**config.mk**
```make
export PLATFORM = sky130hd
export DESIGN_NAME = key_event_decoder
export DESIGN_NICKNAME = d
export VERILOG_FILES = /design/src/rtl/key_event_decoder.sv
export SDC_FILE = /design/constraint.sdc
export NUM_CORES = 1
export LEC_CHECK = 0
export ABC_AREA = 1
export BUFFER_PORTS_ARGS = -buffer_cell sky130_fd_sc_hd__buf_4
export CORE_ASPECT_RATIO = 2
export CORE_MARGIN = 5
export CORE_UTILIZATION = 31
export CTS_BUF_LIST = sky130_fd_sc_hd__clkbuf_8
export DETAILED_ROUTE_END_ITERATION = 6
export GPL_TIMING_DRIVEN = 0
export PLACE_DENSITY = 0.51
export SYNTH_ARGS = -nofsm -noshare
export SYNTH_HDL_FRONTEND = slang
export SYNTH_SLANG_ARGS = --single-unit
```
**constraint.sdc**
```tcl
create_clock -name clk -period 3.4 [get_ports clk]
set_input_delay 0 -clock clk [delete_from_list [all_inputs] [get_ports clk]]
set_output_delay 0 -clock clk [all_outputs]
set_load 0.01 [all_outputs]
```
**src/rtl/key_event_decoder.sv**
```systemverilog
`default_nettype none
// ============================================================================
//  Module   : key_event_decoder
//  Function : Classifies a debounced key level into one-cycle press, release,
//             click, long-press and auto-repeat pulses plus a held level.
//  Revision : 1.0
// ============================================================================
module key_event_decoder #(
    parameter int          CW     = 20,
    parameter logic [CW-1:0] LONG_T = 20'd1000,
    parameter logic [CW-1:0] REP_T  = 20'd200,
    parameter logic        REP_EN = 1'b1
) (
    input  logic       clk,
    input  logic       rst,
    input  logic       key_in,
    output logic       press_p,
    output logic       release_p,
    output logic       click_p,
    output logic       long_p,
    output logic       rep_p,
    output logic       held,
    output logic [7:0] rep_cnt
);

    typedef enum logic [1:0] {
        IDLE  = 2'd0,
        PRESS = 2'd1,
        HOLD  = 2'd2
    } state_t;

    localparam logic [CW-1:0] c_long_last = LONG_T - 1'b1;
    localparam logic [CW-1:0] c_rep_last  = REP_T - 1'b1;

    state_t          r_state;
    state_t          w_state_n;
    logic [CW-1:0]   r_cnt;
    logic [CW-1:0]   w_cnt_n;
    logic            r_key_d;
    logic [7:0]      w_rep_cnt_n;
    logic            w_press_n;
    logic            w_release_n;
    logic            w_click_n;
    logic            w_long_n;
    logic            w_rep_n;
    logic            w_held_n;
    logic            w_rise;

    assign w_rise = key_in & ~r_key_d;

    always_comb begin
        w_state_n   = r_state;
        w_cnt_n     = r_cnt;
        w_rep_cnt_n = rep_cnt;
        w_press_n   = 1'b0;
        w_release_n = 1'b0;
        w_click_n   = 1'b0;
        w_long_n    = 1'b0;
        w_rep_n     = 1'b0;
        case (r_state)
            IDLE: begin
                if (w_rise) begin
                    w_press_n   = 1'b1;
                    w_cnt_n     = '0;
                    w_rep_cnt_n = 8'd0;
                    w_state_n   = PRESS;
                end
            end
            PRESS: begin
                if (!key_in) begin
                    w_release_n = 1'b1;
                    w_click_n   = 1'b1;
                    w_state_n   = IDLE;
                end else if (r_cnt == c_long_last) begin
                    w_long_n  = 1'b1;
                    w_cnt_n   = '0;
                    w_state_n = HOLD;
                end else begin
                    w_cnt_n = r_cnt + 1'b1;
                end
            end
            HOLD: begin
                if (!key_in) begin
                    w_release_n = 1'b1;
                    w_state_n   = IDLE;
                end else if (REP_EN) begin
                    if (r_cnt == c_rep_last) begin
                        w_rep_n     = 1'b1;
                        w_cnt_n     = '0;
                        w_rep_cnt_n = (rep_cnt == 8'hFF) ? 8'hFF : rep_cnt + 8'd1;
                    end else begin
                        w_cnt_n = r_cnt + 1'b1;
                    end
                end
            end
            default: begin
                w_state_n = IDLE;
            end
        endcase
        // Covers the release cycle too, where the next state is already IDLE.
        w_held_n = (w_state_n != IDLE) || (r_state != IDLE);
    end

    always_ff @(posedge clk) begin
        if (rst) begin
            r_state   <= IDLE;
            r_cnt     <= '0;
            r_key_d   <= 1'b0;
            press_p   <= 1'b0;
            release_p <= 1'b0;
            click_p   <= 1'b0;
            long_p    <= 1'b0;
            rep_p     <= 1'b0;
            held      <= 1'b0;
            rep_cnt   <= 8'd0;
        end else begin
            r_state   <= w_state_n;
            r_cnt     <= w_cnt_n;
            r_key_d   <= key_in;
            press_p   <= w_press_n;
            release_p <= w_release_n;
            click_p   <= w_click_n;
            long_p    <= w_long_n;
            rep_p     <= w_rep_n;
            held      <= w_held_n;
            rep_cnt   <= w_rep_cnt_n;
        end
    end

endmodule
`default_nettype wire

```
==> impl_metrics.tcl, run 1 <==
set metrics [dict create \
    end_kind "flop" \
    area_delta_synth_final_pct 16.4 \
    wirelength_um 5010 \
    critical-path-max-stage-delay_ps 400 \
    synthesis.nets 327 \
    period_share_pct 55.9 \
    hpwl_um 3860 \
    avgSynthCellArea_um2 6.73 \
    cts.sinks 37 \
    fin_cells 432 \
    setup_viol 0 \
    grt_pass1_vias 1958 \
    cts_resized 0 \
    max_cap_viol_count 0 \
    ioPinCount 17 \
    cts-root-buf "clkbuf_8" \
    seq_area_frac_synth_pct 34.6 \
    arrival_ps 2130 \
    path_cells "inv_1, ha_1, inv_1, nand2_2, a21oi_4, buf_6, nand2_1, a21oi_1, o21ai_1, nor2_1" \
    grt_antenna_before_repair 0 \
    max_freq_mhz 526 \
    clk_path_buf_depth 2 \
    wl_per_cell_um 11.6 \
    synth_area_mm2 0.00214 \
    die-area_mm2 0.00876 \
    outcome "finished, final reports clean" \
    drc 0 \
    period_needed_ps 1900 \
    synth_area_leader_cell "dfxtp_1" \
    cp_slowest_cell "dfxtp_1" \
    crit_top_cell "inv_1" \
    synth_seq_cells 37 \
    chipWidth_um 68.7 \
    grt_max_degree 14 \
    grt_overflow 0 \
    p_leak_nw 0.953 \
    insertion_delay_ps 290 \
    start_util_pct 31.3 \
    slew_headroom_pct 64.1 \
    grt_pass1_wl_um 8970 \
    path_buf_inv 3 \
    worstPathRequired_ps 3630 \
    yosys-top-cells-area "dfxtp_1 (35%), nand2_1 (13%), nor2_1 (6.8%), inv_1 (6.3%), nand3_1 (4.9%)" \
    gp_congestion 0.847 \
    hold_viol_final 0 \
    num_rows 43 \
    reg2reg_slack_ps 1500 \
    grtUsageTotal_pct 13.1 \
    total_power_mw 0.934 \
    num_vias 2036 \
    drtIter0Drc 113 \
    finalSetupTns_ps 0 \
    htree_num_levels 2 \
    first_pass_iters 7 \
    synth_cells 318 \
    ys_warn_count 0 \
    clk_pin_slew_ps 80 \
    yosysTopAreaCellShare_pct 34.6 \
    vias_per_cell 4.71 \
    cts_inserted_buffers 5 \
    p_per_area_mw_per_mm2 375 \
    timing.hold.ws_ps 8.22 \
    crit_type "reg -> reg" \
    insertedDiodeCount 0 \
    core_area_mm2 0.00683 \
    drive_gt1_share_pct 18.1 \
    hp-class "in -> reg" \
    worst_ir_drop_vdd_mv 0.231 \
    fin_nets 350 \
    numPortBuffers 15 \
    worst_slew_pin_slew_ps 539 \
    fin_util_pct 36.4 \
    worst_setup_path_start_kind "flop" \
    rsz0062_at_grt "false" \
    slew_violations 0 \
    path_delay_family "compound AO/OA/AOI/OAI gates" \
    netlist-cell-type-count 32 \
    fp.dieH_um 127 \
    finClkSkew_ps 5.24 \
    crit_fanout 10 \
    drtAntennaViolNets 0 \
    cts_tree "built" \
    placed_cells 423 \
]
[where the power goes]
group          total, mW  leakage, nW  switching, mW  internal, mW
clock network      0.390       0.0543          0.170         0.220
logic              0.105        0.600         0.0702        0.0344
registers          0.440        0.299        0.00203         0.438
total              0.934        0.953          0.242         0.692
[per-layer routing]
metal | part of all wire [%] | track usage [%]
met3 | 3.7 | 2.73
met4 | 1.8 | 5.40
met2 | 47 | 20.1
met1 | 47 | 17.4
met5 | 0 | 0
[final cells by class]
cell class | instances | area [um^2]
buffer | 6 | 51.3
clock buffer | 5 | 68.8
clock inverter | 3 | 46.3
fill | 762 | 4340
inverter | 42 | 158
multi-input combinational | 233 | 1190
sequential | 37 | 741
tap | 90 | 113
timing repair buffer | 16 | 123
[what timing repair did]
action | in CTS | in global routing
buffers inserted | 0 | 0
hold buffers | 1 | 0
endpoints found under the hold margin | 3 | 0
[path summary, 6_finish.rpt]
path	endpoint	startpoint	cells past startpoint
worst max register to register	r_cnt[12]$_SDFFE_PP0P_	r_state[1]$_SDFF_PP0_	10
worst max-delay path	r_cnt[12]$_SDFFE_PP0P_	r_state[1]$_SDFF_PP0_	10
worst min register to register	r_cnt[1]$_SDFFE_PP0P_	r_cnt[1]$_SDFFE_PP0P_	2
worst min-delay path	r_cnt[12]$_SDFFE_PP0P_	rst	4
[layout by cell type (no fill, tap or decap), drive strengths merged]
master | netlist | final
clkinv | 1 | 2
clkbuf | 2 | 7
dlygate4sd3 | 0 | 1
nor2 | 52 | 52
a21oi | 20 | 20
ha | 6 | 6
o21ai | 19 | 19
nand4 | 9 | 9
nand2 | 83 | 83
nor4 | 1 | 1
a21boi | 1 | 1
a31oi | 1 | 1
nand3b | 2 | 2
bufinv | 0 | 1
buf | 4 | 19
dfxtp | 37 | 37
xnor2 | 2 | 2
inv | 41 | 41
nand3 | 24 | 24
o21bai | 1 | 1
or2 | 1 | 1
nor3 | 6 | 6
clkinvlp | 0 | 1
xor2 | 5 | 5
[tightest hold or removal path, stage by stage]
cell and delay (ps):
buf_4 110, a21oi_1 40, o21ai_1 60, nor2_1 50
[sequential cells by signal (all words and copies together) (netlist names)]
register / flops
long_p: 1
held: 1
r_key_d: 1
rep_cnt: 8
rep_p: 1
r_cnt: 20
release_p: 1
press_p: 1
click_p: 1
r_state: 2
[per-stage QoR]
stage | instance area, um^2 | setup WS (ps)
after floorplan | 2140 | 1820
after global placement | 2360 | 1580
after detailed placement | 2360 | 1540
after CTS | 2490 | 1520
after global routing | 2490 | 1280
final | 2490 | 1500
[cells in the mapped netlist]
cell type,count
clkinv_1,1
nor2_1,39
or2_2,1
o21ai_0,13
nand3_2,3
o21bai_1,1
nand2_4,1
xor2_1,5
a21oi_4,1
nand2_2,9
a21oi_1,19
nand2_1,73
nor3_1,6
o21ai_2,2
a31oi_1,1
a21boi_0,1
inv_1,36
o21ai_1,4
nand4_1,9
dfxtp_1,37
nand3_1,21
nand3b_1,2
buf_4,1
inv_2,5
clkbuf_1,2
ha_1,6
buf_12,1
xnor2_1,2
buf_2,1
nor2_2,13
buf_6,1
nor4_1,1
[logic make-up after synthesis]
group	share of synthesized area, %
flops	34.6
fa+ha+maj	3.51
buf+inv	9.77
xor+xnor	2.87
simple gates	38.2
compound gates	11.0
(Power assumes the default switching activity.)
==> run 2: changes to the inputs <==
Clock period 3.4 ns to 1.8 ns, I/O delays scaled along.
==> impl_metrics.tcl, run 2 (same netlist as run 1, synthesis figures left out) <==
set metrics [dict create \
    outcome "finished, final reports clean" \
    fin_nets 359 \
    reg2reg_slack_ps 60 \
    total_power_mw 1.84 \
    drtAntennaViolNets 0 \
    hpwl_um 3860 \
    critical-path-max-stage-delay_ps 370 \
    path_cells "clkinvlp_4, ha_4, buf_4, nand2_2, a21oi_4, buf_6, nand3_2, xor2_1, nor2_2" \
    period_share_pct 96.6 \
    max_freq_mhz 575 \
    grt_antenna_before_repair 0 \
    grt_pass1_vias 1978 \
    slew_violations 0 \
    hold_viol_final 0 \
    numPortBuffers 15 \
    gp_congestion 0.847 \
    drc 0 \
    wl_per_cell_um 12.3 \
    vias_per_cell 4.75 \
    p_per_area_mw_per_mm2 675 \
    insertedDiodeCount 0 \
    worst_ir_drop_vdd_mv 0.438 \
    grt_overflow 0 \
    largest_register_ffs 20 \
    finalSetupTns_ps 0 \
    finClkSkew_ps 5.11 \
    grt_max_degree 14 \
    hp-class "in -> reg" \
    worst_slew_pin_slew_ps 559 \
    drive_gt1_share_pct 27.6 \
    core_area_mm2 0.00683 \
    grtUsageTotal_pct 13.1 \
    num_vias 2094 \
    arrival_ps 1920 \
    clk_pin_slew_ps 80 \
    grt_pass1_wl_um 9000 \
    ioPinCount 17 \
    cts.sinks 37 \
    wirelength_um 5440 \
    num_rows 43 \
    post-place-ws_ps -55.5 \
    worstPathRequired_ps 1990 \
    crit_type "reg -> reg" \
    first_pass_iters 4 \
    htree_num_levels 2 \
    max_cap_viol_count 0 \
    area_delta_synth_final_pct 27.3 \
    mostFrequentLayoutCells "nand2_1 (69), nor2_1 (37), inv_1 (33)" \
    clk_path_buf_depth 2 \
    cts_tree "built" \
    period_needed_ps 1740 \
    placed_cells 423 \
    chipWidth_um 68.7 \
    cts-root-buf "clkbuf_8" \
    slew_headroom_pct 62.7 \
    worst_setup_path_start_kind "flop" \
    cts_inserted_buffers 5 \
    setup_viol 0 \
    start_util_pct 31.3 \
    cp_slowest_cell "dfxtp_4" \
    top_regs "r_cnt: 20 flops, rep_cnt: 8 flops, r_state: 2 flops" \
    die-area_mm2 0.00876 \
    final_common_cell "nand2_1" \
    fin_cells 441 \
    drtIter0Drc 128 \
    end_kind "flop" \
    fin_util_pct 39.8 \
    insertion_delay_ps 290 \
    largest_register "r_cnt" \
    crit_fanout 5 \
    fp.dieH_um 127 \
    layout_setup_ws_ps 61.0 \
    p_leak_nw 1.03 \
]
==> run 2: cell count changes in the layout (fill, tap and decap cells not counted), sizes merged <==
cell and delta:
clkinvlp +1, clkinv -1, buf +8, clkbuf +1
==> run 2: stage by stage <==
step,area (um^2),hold slack [ps]
floorplan,2140,164
global placement,2360,268
detailed placement,2360,273
CTS,2510,5.72
global route,2720,35.9
finish,2720,0.604
==> run 2: routing by layer <==
metal	global-route usage (%)	wire [um]
met1	17.0	2420
met2	20.7	2680
met3	2.73	197
met4	5.29	149
met5	0	0
==> run 2: path summary, 6_finish.rpt <==
kind,from,cells after the start,to
worst max-delay path,r_state[1]$_SDFF_PP0_,9,r_cnt[9]$_SDFFE_PP0P_
worst min-delay path,rst,4,r_cnt[12]$_SDFFE_PP0P_
worst max register to register,r_state[1]$_SDFF_PP0_,9,r_cnt[9]$_SDFFE_PP0P_
worst min register to register,rep_cnt[3]$_SDFFE_PP0P_,2,rep_cnt[3]$_SDFFE_PP0P_
==> run 2: layout make-up <==
cell class / count / area, um^2
timing repair buffer: 25 / 198
multi-input combinational: 233 / 1320
clock inverter: 3 / 46.3
buffer: 6 / 57.6
inverter: 42 / 166
tap: 90 / 113
sequential: 37 / 756
clock buffer: 5 / 68.8
fill: 746 / 4110
==> run 2: critical path: cells and delay by family (launching register included) <==
kind	cells	cell delay [ps]
buf+inv	3	410
compound gates	1	240
flops	1	370
simple gates	3	230
fa+ha+maj	1	180
xor+xnor	1	190
==> run 2: power breakdown <==
group	internal (mW)	switching [mW]	total [mW]
Combinational	0.109	0.162	0.271
Clock	0.415	0.323	0.737
Sequential	0.825	0.00603	0.831
Total	1.35	0.490	1.84
==> run 2: what timing repair did <==
action,in CTS,in global routing
endpoints found under the setup margin,14,28
pin swaps,1,11
hold buffers,1,0
gates resized for setup,1,50
gates cloned,0,1
buffers inserted,2,6
endpoints found under the hold margin,3,0
